<file path="config.mk">
export PLATFORM = sky130hd
export DESIGN_NAME = multiplier
export DESIGN_NICKNAME = d
export VERILOG_FILES = /design/src/rtl/mul_pkg.sv /design/src/rtl/multiplier.sv
export SDC_FILE = /design/constraint.sdc
export NUM_CORES = 1
export LEC_CHECK = 0
export CAP_MARGIN = 20
export CORE_MARGIN = 2
export CORE_UTILIZATION = 51
export CTS_BUF_LIST = sky130_fd_sc_hd__clkbuf_4 sky130_fd_sc_hd__clkbuf_8
export DETAILED_ROUTE_END_ITERATION = 8
export PLACE_DENSITY = 0.74
export RECOVER_POWER = 25
export SLEW_MARGIN = 20
export SYNTH_ARGS = -nofsm -noshare
export SYNTH_HDL_FRONTEND = slang
export SYNTH_SLANG_ARGS = --single-unit
</file>
<file path="constraint.sdc">
create_clock -name clk -period 7.9 [get_ports clk]
set_clock_uncertainty 0.2 [all_clocks]
set_input_delay 1.58 -clock clk [delete_from_list [all_inputs] [get_ports clk]]
set_output_delay 1.58 -clock clk [all_outputs]
set_load 0.05 [all_outputs]
</file>
<file path="src/rtl/mul_pkg.sv">
// Shared constants and state encoding for the iterative shift-add multiplier.
package mul_pkg;

  localparam int WIDTH = 16;
  localparam int ITER  = WIDTH;

  typedef enum logic [1:0] {
    IDLE = 2'd0,
    BUSY = 2'd1,
    DONE = 2'd2
  } state_e;

endpackage

</file>
<file path="src/rtl/multiplier.sv">
// Unsigned radix-2 shift-add multiplier. Captures its own operands and
// recomputes whenever a or b changes; validity marks r as the product of the
// operands currently applied.
//
// state | meaning
// IDLE  | after reset: capture operands on the next edge, then BUSY
// BUSY  | one shift-add step per edge, ITER steps, last step writes r
// DONE  | r valid; hold until a or b differs from the captured copy
module multiplier #(
  parameter int WIDTH = mul_pkg::WIDTH
) (
  input  logic                 clk,
  input  logic                 rst_n,
  input  logic [WIDTH-1:0]     a,
  input  logic [WIDTH-1:0]     b,
  output logic [2*WIDTH-1:0]   r,
  output logic                 validity
);
  import mul_pkg::*;

  localparam int CNT_W = $clog2(WIDTH) + 1;
  localparam logic [CNT_W-1:0] CNT_LAST = CNT_W'(WIDTH - 1);

  state_e             state_q, state_d;
  logic [WIDTH-1:0]   a_reg_q, a_reg_d;
  logic [WIDTH-1:0]   b_reg_q, b_reg_d;
  logic [2*WIDTH-1:0] mcand_q, mcand_d;
  logic [WIDTH-1:0]   mplier_q, mplier_d;
  logic [2*WIDTH-1:0] acc_q, acc_d;
  logic [CNT_W-1:0]   cnt_q, cnt_d;
  logic [2*WIDTH-1:0] r_q, r_d;
  logic               valid_q, valid_d;

  logic [2*WIDTH-1:0] addend;
  logic [2*WIDTH-1:0] acc_sum;
  logic               operands_changed;

  assign addend           = mplier_q[0] ? mcand_q : '0;
  assign acc_sum          = acc_q + addend;
  assign operands_changed = (a != a_reg_q) || (b != b_reg_q);

  // Next-state and datapath: defaults hold everything, each state overrides.
  always_comb begin
    state_d  = state_q;
    a_reg_d  = a_reg_q;
    b_reg_d  = b_reg_q;
    mcand_d  = mcand_q;
    mplier_d = mplier_q;
    acc_d    = acc_q;
    cnt_d    = cnt_q;
    r_d      = r_q;
    valid_d  = valid_q;

    case (state_q)
      IDLE: begin
        a_reg_d  = a;
        b_reg_d  = b;
        mcand_d  = {{WIDTH{1'b0}}, a};
        mplier_d = b;
        acc_d    = '0;
        cnt_d    = '0;
        valid_d  = 1'b0;
        state_d  = BUSY;
      end
      BUSY: begin
        acc_d    = acc_sum;
        mcand_d  = mcand_q << 1;
        mplier_d = mplier_q >> 1;
        cnt_d    = cnt_q + CNT_W'(1);
        if (cnt_q == CNT_LAST) begin
          r_d     = acc_sum;
          valid_d = 1'b1;
          state_d = DONE;
        end
      end
      DONE: begin
        // r keeps the old product until the new one is written.
        if (operands_changed) begin
          a_reg_d  = a;
          b_reg_d  = b;
          mcand_d  = {{WIDTH{1'b0}}, a};
          mplier_d = b;
          acc_d    = '0;
          cnt_d    = '0;
          valid_d  = 1'b0;
          state_d  = BUSY;
        end
      end
      default: begin
        state_d = IDLE;
        valid_d = 1'b0;
      end
    endcase
  end

  // State and datapath registers; synchronous reset discards any partial work.
  always_ff @(posedge clk) begin
    if (!rst_n) begin
      state_q  <= IDLE;
      a_reg_q  <= '0;
      b_reg_q  <= '0;
      mcand_q  <= '0;
      mplier_q <= '0;
      acc_q    <= '0;
      cnt_q    <= '0;
      r_q      <= '0;
      valid_q  <= 1'b0;
    end else begin
      state_q  <= state_d;
      a_reg_q  <= a_reg_d;
      b_reg_q  <= b_reg_d;
      mcand_q  <= mcand_d;
      mplier_q <= mplier_d;
      acc_q    <= acc_d;
      cnt_q    <= cnt_d;
      r_q      <= r_d;
      valid_q  <= valid_d;
    end
  end

  assign r        = r_q;
  assign validity = valid_q;

endmodule

</file>
# Word-level counts from Yosys, hierarchy flattened
# Cells that the tools add are included.
# classes
add_sub_neg,2
n_eq_ne,7
muxes,18
n_reduce_logical,8
# ops
cell,n
one-hot mux 32 bit (3 select lines),2
2-to-1 mux 32 bit,3
one-hot mux 16 bit (2 select lines),2
one-hot mux 16 bit (3 select lines),1
adder 32 bit,1
2-to-1 mux 16 bit,2
!= test 16 bit,2
one-hot mux 5 bit (3 select lines),1
AND reduction 2 bit,4
one-hot mux 2 bit (3 select lines),1
"adder 5 x 1 -> 5 bit, second input constant",1
"== test 5 x 4 -> 1 bit, second input constant",1
2-to-1 mux 5 bit,1
2-to-1 mux 2 bit,2
"!= test 2 bit, second input constant",2
nonzero test 3 bit,1
"== test 2 x 1 -> 1 bit, second input constant",1
"== test 2 bit, second input constant",1
zero test 2 bit,1
2-to-1 mux 1 bit,2
one-hot mux 1 bit (2 select lines),1
nonzero test 2 bit,1
logical OR 1 bit,1
# word_totals
register_bits,152
input_bits,34
out_inout_bits,33
wordCells,44

# Longest topological paths before layout
# depth
word_depth,4
mapped_depth,13
depth_no_buf,12

# Worst setup path after synthesis
# No wires, ideal clock.
# synth_timing
path_type,in2reg
from,input port a[0]
to,register a_reg_q[1]
setup_ps,116
arrival_time_ps,3182
required_ps,7584
setup_slack_ps,4402
stages,8
path_buffers,1
path_cell_list,xor2_1 > nor4_1 > nand4_1 > nor4_2 > nor2_1 > buf_2 > mux2i_1 > nor2b_1
# synth_between
elab_chain_cells,4
# synth_lines
element,line,source
start: declaration,multiplier.sv:14,"input logic [WIDTH-1:0] a,"
!= test 16 bit,multiplier.sv:40,assign operands_changed = (a != a_reg_q) || (b != b_reg_q);
logical OR 1 bit,multiplier.sv:40,
!= test 2 bit (no line),n/a,
AND reduction 2 bit (no line),n/a,
end signal: assignment,multiplier.sv:110,a_reg_q <= a_reg_d;
end: declaration,multiplier.sv:25,"logic [WIDTH-1:0] a_reg_q, a_reg_d;"
# Every way passes these cells.
# A chain may end at the register's enable or synchronous reset.

# Worst setup path in the final report
# layout_timing
from,register state_q[0]
to,"register r_q[27], in the netlist r[27]"
# layout_between
elab_chain_cells,2
# layout_lines
element,line,source
start: declaration,multiplier.sv:24,"state_e state_q, state_d;"
start signal: assignment,multiplier.sv:109,state_q <= state_d;
== test 2 x 1 -> 1 bit,multiplier.sv:54,case (state_q)
AND reduction 2 bit (no line),n/a,
end signal: assignment,multiplier.sv:116,r_q <= r_d;
end: declaration,multiplier.sv:31,"logic [2*WIDTH-1:0] r_q, r_d;"
# Every way passes these cells.

==> results.sh <==
export IMPL_drtPass1Iterations=4
export IMPL_p_int_mw=1.10
export IMPL_drc=0
export IMPL_min_path_type="reg2reg"
export IMPL_p_comb_share_pct=8.2
export IMPL_htreeDepth=4
export IMPL_design_area_sq_um=9110
export IMPL_first_global_vias=5978
export IMPL_grt_max_degree=89
export IMPL_vias=6407
export IMPL_reg2reg_to="r[27]$_SDFFE_PN0P_"
export IMPL_synth_area_leaders="dfxtp_1 (38%), nand2_1 (6.2%), nor2b_1 (5.6%)"
export IMPL_ys_ff_latch=151
export IMPL_slew_violations=60
export IMPL_yosysTopAreaCell="dfxtp_1"
export IMPL_port_buffers=66
export IMPL_antenna_found_initial=1
export IMPL_drt_wl_total_um=17600
export IMPL_r2r_start="state_q[0]$_SDFFE_PN0P_"
export IMPL_syn_inst=913
export IMPL_critPathCaptureType="register"
export IMPL_crit_type="reg2reg"
export IMPL_routedWlPerCell_um=15.0
export IMPL_cts_made_buffers=17
export IMPL_synthFlopType="dfxtp_1"
export IMPL_synth_common_cells="dfxtp_1 (151), nand2_1 (131), nor2b_1 (71)"
export IMPL_clock_latency_ns=0.46
export IMPL_gp_congestion=0.936
export IMPL_max_clock_freq_mhz=191
export IMPL_grt_pass1_wl_um=29700
export IMPL_drive_above_1_share_pct=6.05
export IMPL_yosys_area_top_type_share_pct=37.8
export IMPL_powerDensity_nw_per_um2=161
export IMPL_finalSetupViolCount=0
export IMPL_power_leakage_nw=4.03
export IMPL_startpoint="state_q[0]$_SDFFE_PN0P_"
export IMPL_grt_ovfl_total=0
export IMPL_core_area_sq_um=15300
export IMPL_drv_cap=2
export IMPL_synth_edf_count=0
export IMPL_n_fill_cell=1376
export IMPL_synth_nets=981
export IMPL_ctsResizeCount=0
export IMPL_ir_drop_mv=0.126
export IMPL_start_kind="register"
export IMPL_p_switching_mw=0.370
export IMPL_cts_tree="yes"
export IMPL_clock_root_buffer="clkbuf_8"
export IMPL_cts_hold_buf=0
export IMPL_post_cts_buffers=0
export IMPL_period_minus_slack_ns=5.23
export IMPL_grt_use_total_pct=22.4
export IMPL_syn_area_sq_um=7990
export IMPL_post_route_period_util_pct=66.2
export IMPL_dr_first_iter_drc_count=407
export IMPL_die_h_um=129
export IMPL_worstMarginPinSlew_ns=2.11
export IMPL_yosys_warnings=0
export IMPL_synth_cell_types=63
export IMPL_setup_tns_ns=0
export IMPL_initial_core_util_pct=52.4
export IMPL_clockPowerShare_pct=37.7
export IMPL_worst_r2r_cell_count=5
export IMPL_hold_violations=0
export IMPL_seqPwrFrac_pct=54.1
export IMPL_fin_util_pct=59.7
export IMPL_cp_max_fo=44
export IMPL_clk_pin_slew_ns=0.08
export IMPL_clock_sinks=151
export IMPL_synth_most_common_cell="dfxtp_1"
export IMPL_crit_arrival_ns=5.41
export IMPL_violations="capacitance limit, slew limit"
export IMPL_outcome="finished with violations"
export IMPL_cts_buffer_depth=2
export IMPL_ios=67
export IMPL_post_dp_cell_area_sq_um=8750
export IMPL_p_sw_share_pct=25.2
export IMPL_area_delta_synth_final_pct=14.0
export IMPL_die_x_um=129
export IMPL_endpoint="r[27]$_SDFFE_PN0P_"
export IMPL_ys_seq_area_share_pct=37.8
export IMPL_die_area_sq_um=16700
export IMPL_antenna_left=0
export IMPL_routed_via_density=5.47
export IMPL_nets=1014
export IMPL_p_total_mw=1.47
export IMPL_rsz0062_at_grt="no"
export IMPL_core_rowCount=45
export IMPL_slew_headroom_pct=-41.1
export IMPL_reg2reg_slack_ns=2.67
export IMPL_hpwlAfterDp_um=12200
export IMPL_async_flop_share_pct=0
export IMPL_crit_required_ns=8.08
export IMPL_syn_avg_cell_area_sq_um=8.75
-- worst min path at each step --
stage                                  end              startpoint  slack [ns]  depth (start not counted)
floorplan            cnt_q[3]$_SDFFE_PN0P_   cnt_q[3]$_SDFFE_PN0P_        0.22                          1
global placement    acc_q[29]$_SDFFE_PN0P_  acc_q[29]$_SDFFE_PN0P_        0.24                          2
detailed placement  acc_q[29]$_SDFFE_PN0P_  acc_q[29]$_SDFFE_PN0P_        0.25                          2
CTS                 acc_q[29]$_SDFFE_PN0P_  acc_q[29]$_SDFFE_PN0P_        0.26                          2
global route            r[19]$_SDFFE_PN0P_      r[19]$_SDFFE_PN0P_        0.28                          2
finish              acc_q[29]$_SDFFE_PN0P_  acc_q[29]$_SDFFE_PN0P_        0.26                          2
-- worst max-delay path, stage by stage (launching register included) --
cell and delay [ns]:
dfxtp_1 0.88, nor2b_1 1.68, buf_4 0.65, and2_0 1.31, nand4b_1 0.18, o211ai_1 0.22
-- cells in the final DEF (no fill, tap or decap), drive strengths merged, types with 28 or more instances in the layout --
master       synthesis  layout
a21oi               28      28
and2                46      46
dlygate4sd3          0      40
o21ai               36      36
nand3               44      44
ha                  33      33
mux2i               33      33
xor2                36      36
nor2b               71      71
a22oi               37      37
dfxtp              151     151
nand2              131     131
o211a               31      31
-- per-layer routing --
metal  up-vias  track usage (%)  part of all wire [%]  wire length, um
met3        29             4.46                   4.6              810
li1       3282                -                     -                -
met1      2964             31.8                    50             8830
met4         0             9.53                   2.2              382
met5         -                0                     0                0
met2       132             33.2                    43             7600
-- power by group through the flow --
stage          combinational (mW)  sequential (mW)  clock, mW
5_1_grt                     0.133            0.798      0.603
4_1_cts                     0.122            0.795      0.571
6_report                    0.120            0.796      0.554
3_5_place_dp                0.122            0.813          0
3_3_place_gp                0.120            0.812          0
2_1_floorplan              0.0816            0.809          0
-- cells by family after synthesis --
| group | count (synthesis) | synth area share [%] |
|---|---|---|
| muxes | 33 | 4.13 |
| DFF | 151 | 37.8 |
| xor gates and xnor gates | 60 | 6.58 |
| buffers and inverters | 69 | 3.38 |
| and+or+nand+nor | 359 | 23.1 |
| AOI/OAI and AO/OA | 207 | 19.6 |
| adders and majority gates | 34 | 5.42 |
-- stage by stage --
step,instances,setup WS (ns),hold WS (ns)
after detailed placement,1138,3.39,0.246
after global placement,1138,3.45,0.238
after floorplan,913,4.40,0.224
after CTS,1170,3.89,0.258
final,1171,2.67,0.257
after global routing,1171,2.14,0.283
-- registers in the layout, indices dropped and copies added, names as in the netlist --
signal and count:
a_reg_q 16, acc_q 32, b_reg_q 16, cnt_q 5
mcand_q 32, mplier_q 16, r 32, state_q 1
validity 1
-- final cells by class --
| cell class | count | area (sq um) | share of cell area, % |
|---|---|---|---|
| well taps | 211 | 264 | 2.90 |
| clock buffers | 20 | 263 | 2.88 |
| clock inverters | 12 | 105 | 1.15 |
| repair buffers | 73 | 711 | 7.80 |
| inverters | 10 | 37.5 | 0.412 |
| multi-input cells | 693 | 4710 | 51.6 |
| diodes | 1 | 2.50 | 0.0275 |
| flip-flops and latches | 151 | 3020 | 33.2 |
No activity file was read; power rests on OpenSTA's default activity.
==> edit (same flow settings) <==
Take the reset off `r_q` and load it in a clocked block of its own.
--- a/src/rtl/multiplier.sv
+++ b/src/rtl/multiplier.sv
@@ -103,7 +103,6 @@
       mplier_q <= '0;
       acc_q    <= '0;
       cnt_q    <= '0;
-      r_q      <= '0;
       valid_q  <= 1'b0;
     end else begin
       state_q  <= state_d;
@@ -113,9 +112,12 @@
       mplier_q <= mplier_d;
       acc_q    <= acc_d;
       cnt_q    <= cnt_d;
-      r_q      <= r_d;
       valid_q  <= valid_d;
     end
+  end
+
+  always_ff @(posedge clk) begin
+    r_q <= r_d;
   end
 
   assign r        = r_q;
Formal check against the unedited RTL: no difference found for any inputs over 10 cycles, from zero or initial values and one cycle with rst_n low; that may be too few to reach the edited logic, so the function may still have changed.
==> edit against the unedited design <==
The run still ends with max-capacitance violations, max-slew violations left. Highest routed layer unchanged. Routed wire length is 3.8% higher. First-iteration DRC count rose by 4.9%. Synthesized area shrank 2.2%. Count of clock-buffer cells in the layout fell by 1. Sequential cell count unchanged. Worst hold slack better by 0.0022 ns. Total power grew 9.6%. Global-route usage grew 0.69 points. Design area down 0.73%. Worst setup slack worse by 0.44 ns. Core utilization increased by 0.23 points.
==> edit: results (changes against the unedited design) <==
Status
  – Status: complete, but fails checks
  – Failing checks: max-capacitance violations, max-slew violations

Synth
  – Post-synth top cells: 191 x nand2_1, 119 x dfxtp_1, 56 x a21boi_0
  – Synth Net Count: 966 (-1.5%)
  – Sequential area share after synthesis: 42.8% (+4.9 points)
  – Synth top area cells: dfxtp_1 30%, edfxtp_1 12%, nand2_1 9.2%, a21boi_0 5.4%, ha_1 5.3%
  – Xor/xnor share of the synthesized area: 6.00% (-0.57 points)
  – Synth Cell Area: 7810 µm² (-2.2%)
  – Adder-cell share of the synthesized area: 5.54% (+0.12 points)
  – Number of flops mapped to enable cells by yosys: 32 (+32)

Power and ir drop
  – Clock net power: 0.666 mW (+20%)
  – Leak pwr: 3.36 nW (-17%)
  – Worst VDD drop: 0.000145 V (+15%)

Global routing
  – Total GRT Usage: 23.1% (+0.69 points)
  – First-pass GRT wire length: 30.3 mm (+2.0%)
  – Vias in the first global route: 6235 (+4.3%)
  – Grt met2 use: 38.2% (+5.0 points)
  – Largest net degree at the start of global routing: 68 (-24%)

Flow run
  – Max-Cap Viols: 3 (+1)

Cells and area
  – ClkCell Share: 4.97% (+0.93 points)
  – #MultiIn Comb: 687 (-0.87%)
  – Nets: 1012 (-0.20%)
  – Syn-to-layout area delta: 15.7%
  – Non-CTS buffers: 75 (+2.7%)
  – Share of cells above drive strength 1: 5.54% (-0.51 points)
  – Area of the multi-input gates: 4260 µm² (-9.4%)
  – FFs & Latches: 151 (unchanged)

Critical path
  – R2r endpoint: r[7]
  – CP Max Fanout: 52 (+18%)
  – Max incr delay on CP: 1.75 ns (+0.07 ns)

Min path
  – Worst hold endpoint: mplier_q[1]
  – Hold path start: mplier_q[1]

Timing
  – Fin. max-slew vios: 154 (+160%)

Routing
  – Vias: 6583 (+2.7%)
  – Initial DRC count: 427 (+4.9%)
  – Detailed Route WL: 18.3 mm (+3.8%)
## edit: critical path, delay by kind of cell (launching register included)
| family | cells | cell delay (ns) |
|---|---|---|
| flip-flops | 1 | 0.61 |
| buffers and inverters | 2 | 3.16 |
| AND/OR/NAND/NOR | 2 | 1.26 |
## edit: worst max path at each step
stage / start / end / slack, ns
after floorplan: b[0] / mcand_q[0] / 4.44
after global placement: a[5] / mcand_q[22] / 3.32
after detailed placement: a[8] / a_reg_q[10] / 3.18
after CTS: a[8] / mcand_q[28] / 3.68
after global routing: state_q[0] / r[26] / 1.81
final: state_q[0] / r[7] / 2.23
## edit: metrics by stage
stage	hold WS (ns)	setup slack (ns)	power, mW	std cells
final	0.259	2.23	1.61	1145
after global routing	0.287	1.81	1.67	1145
after CTS	0.259	3.68	1.62	1145
after detailed placement	0.248	3.18	0.963	1113
after global placement	0.244	3.32	0.960	1113
after floorplan	0.232	4.44	0.913	898
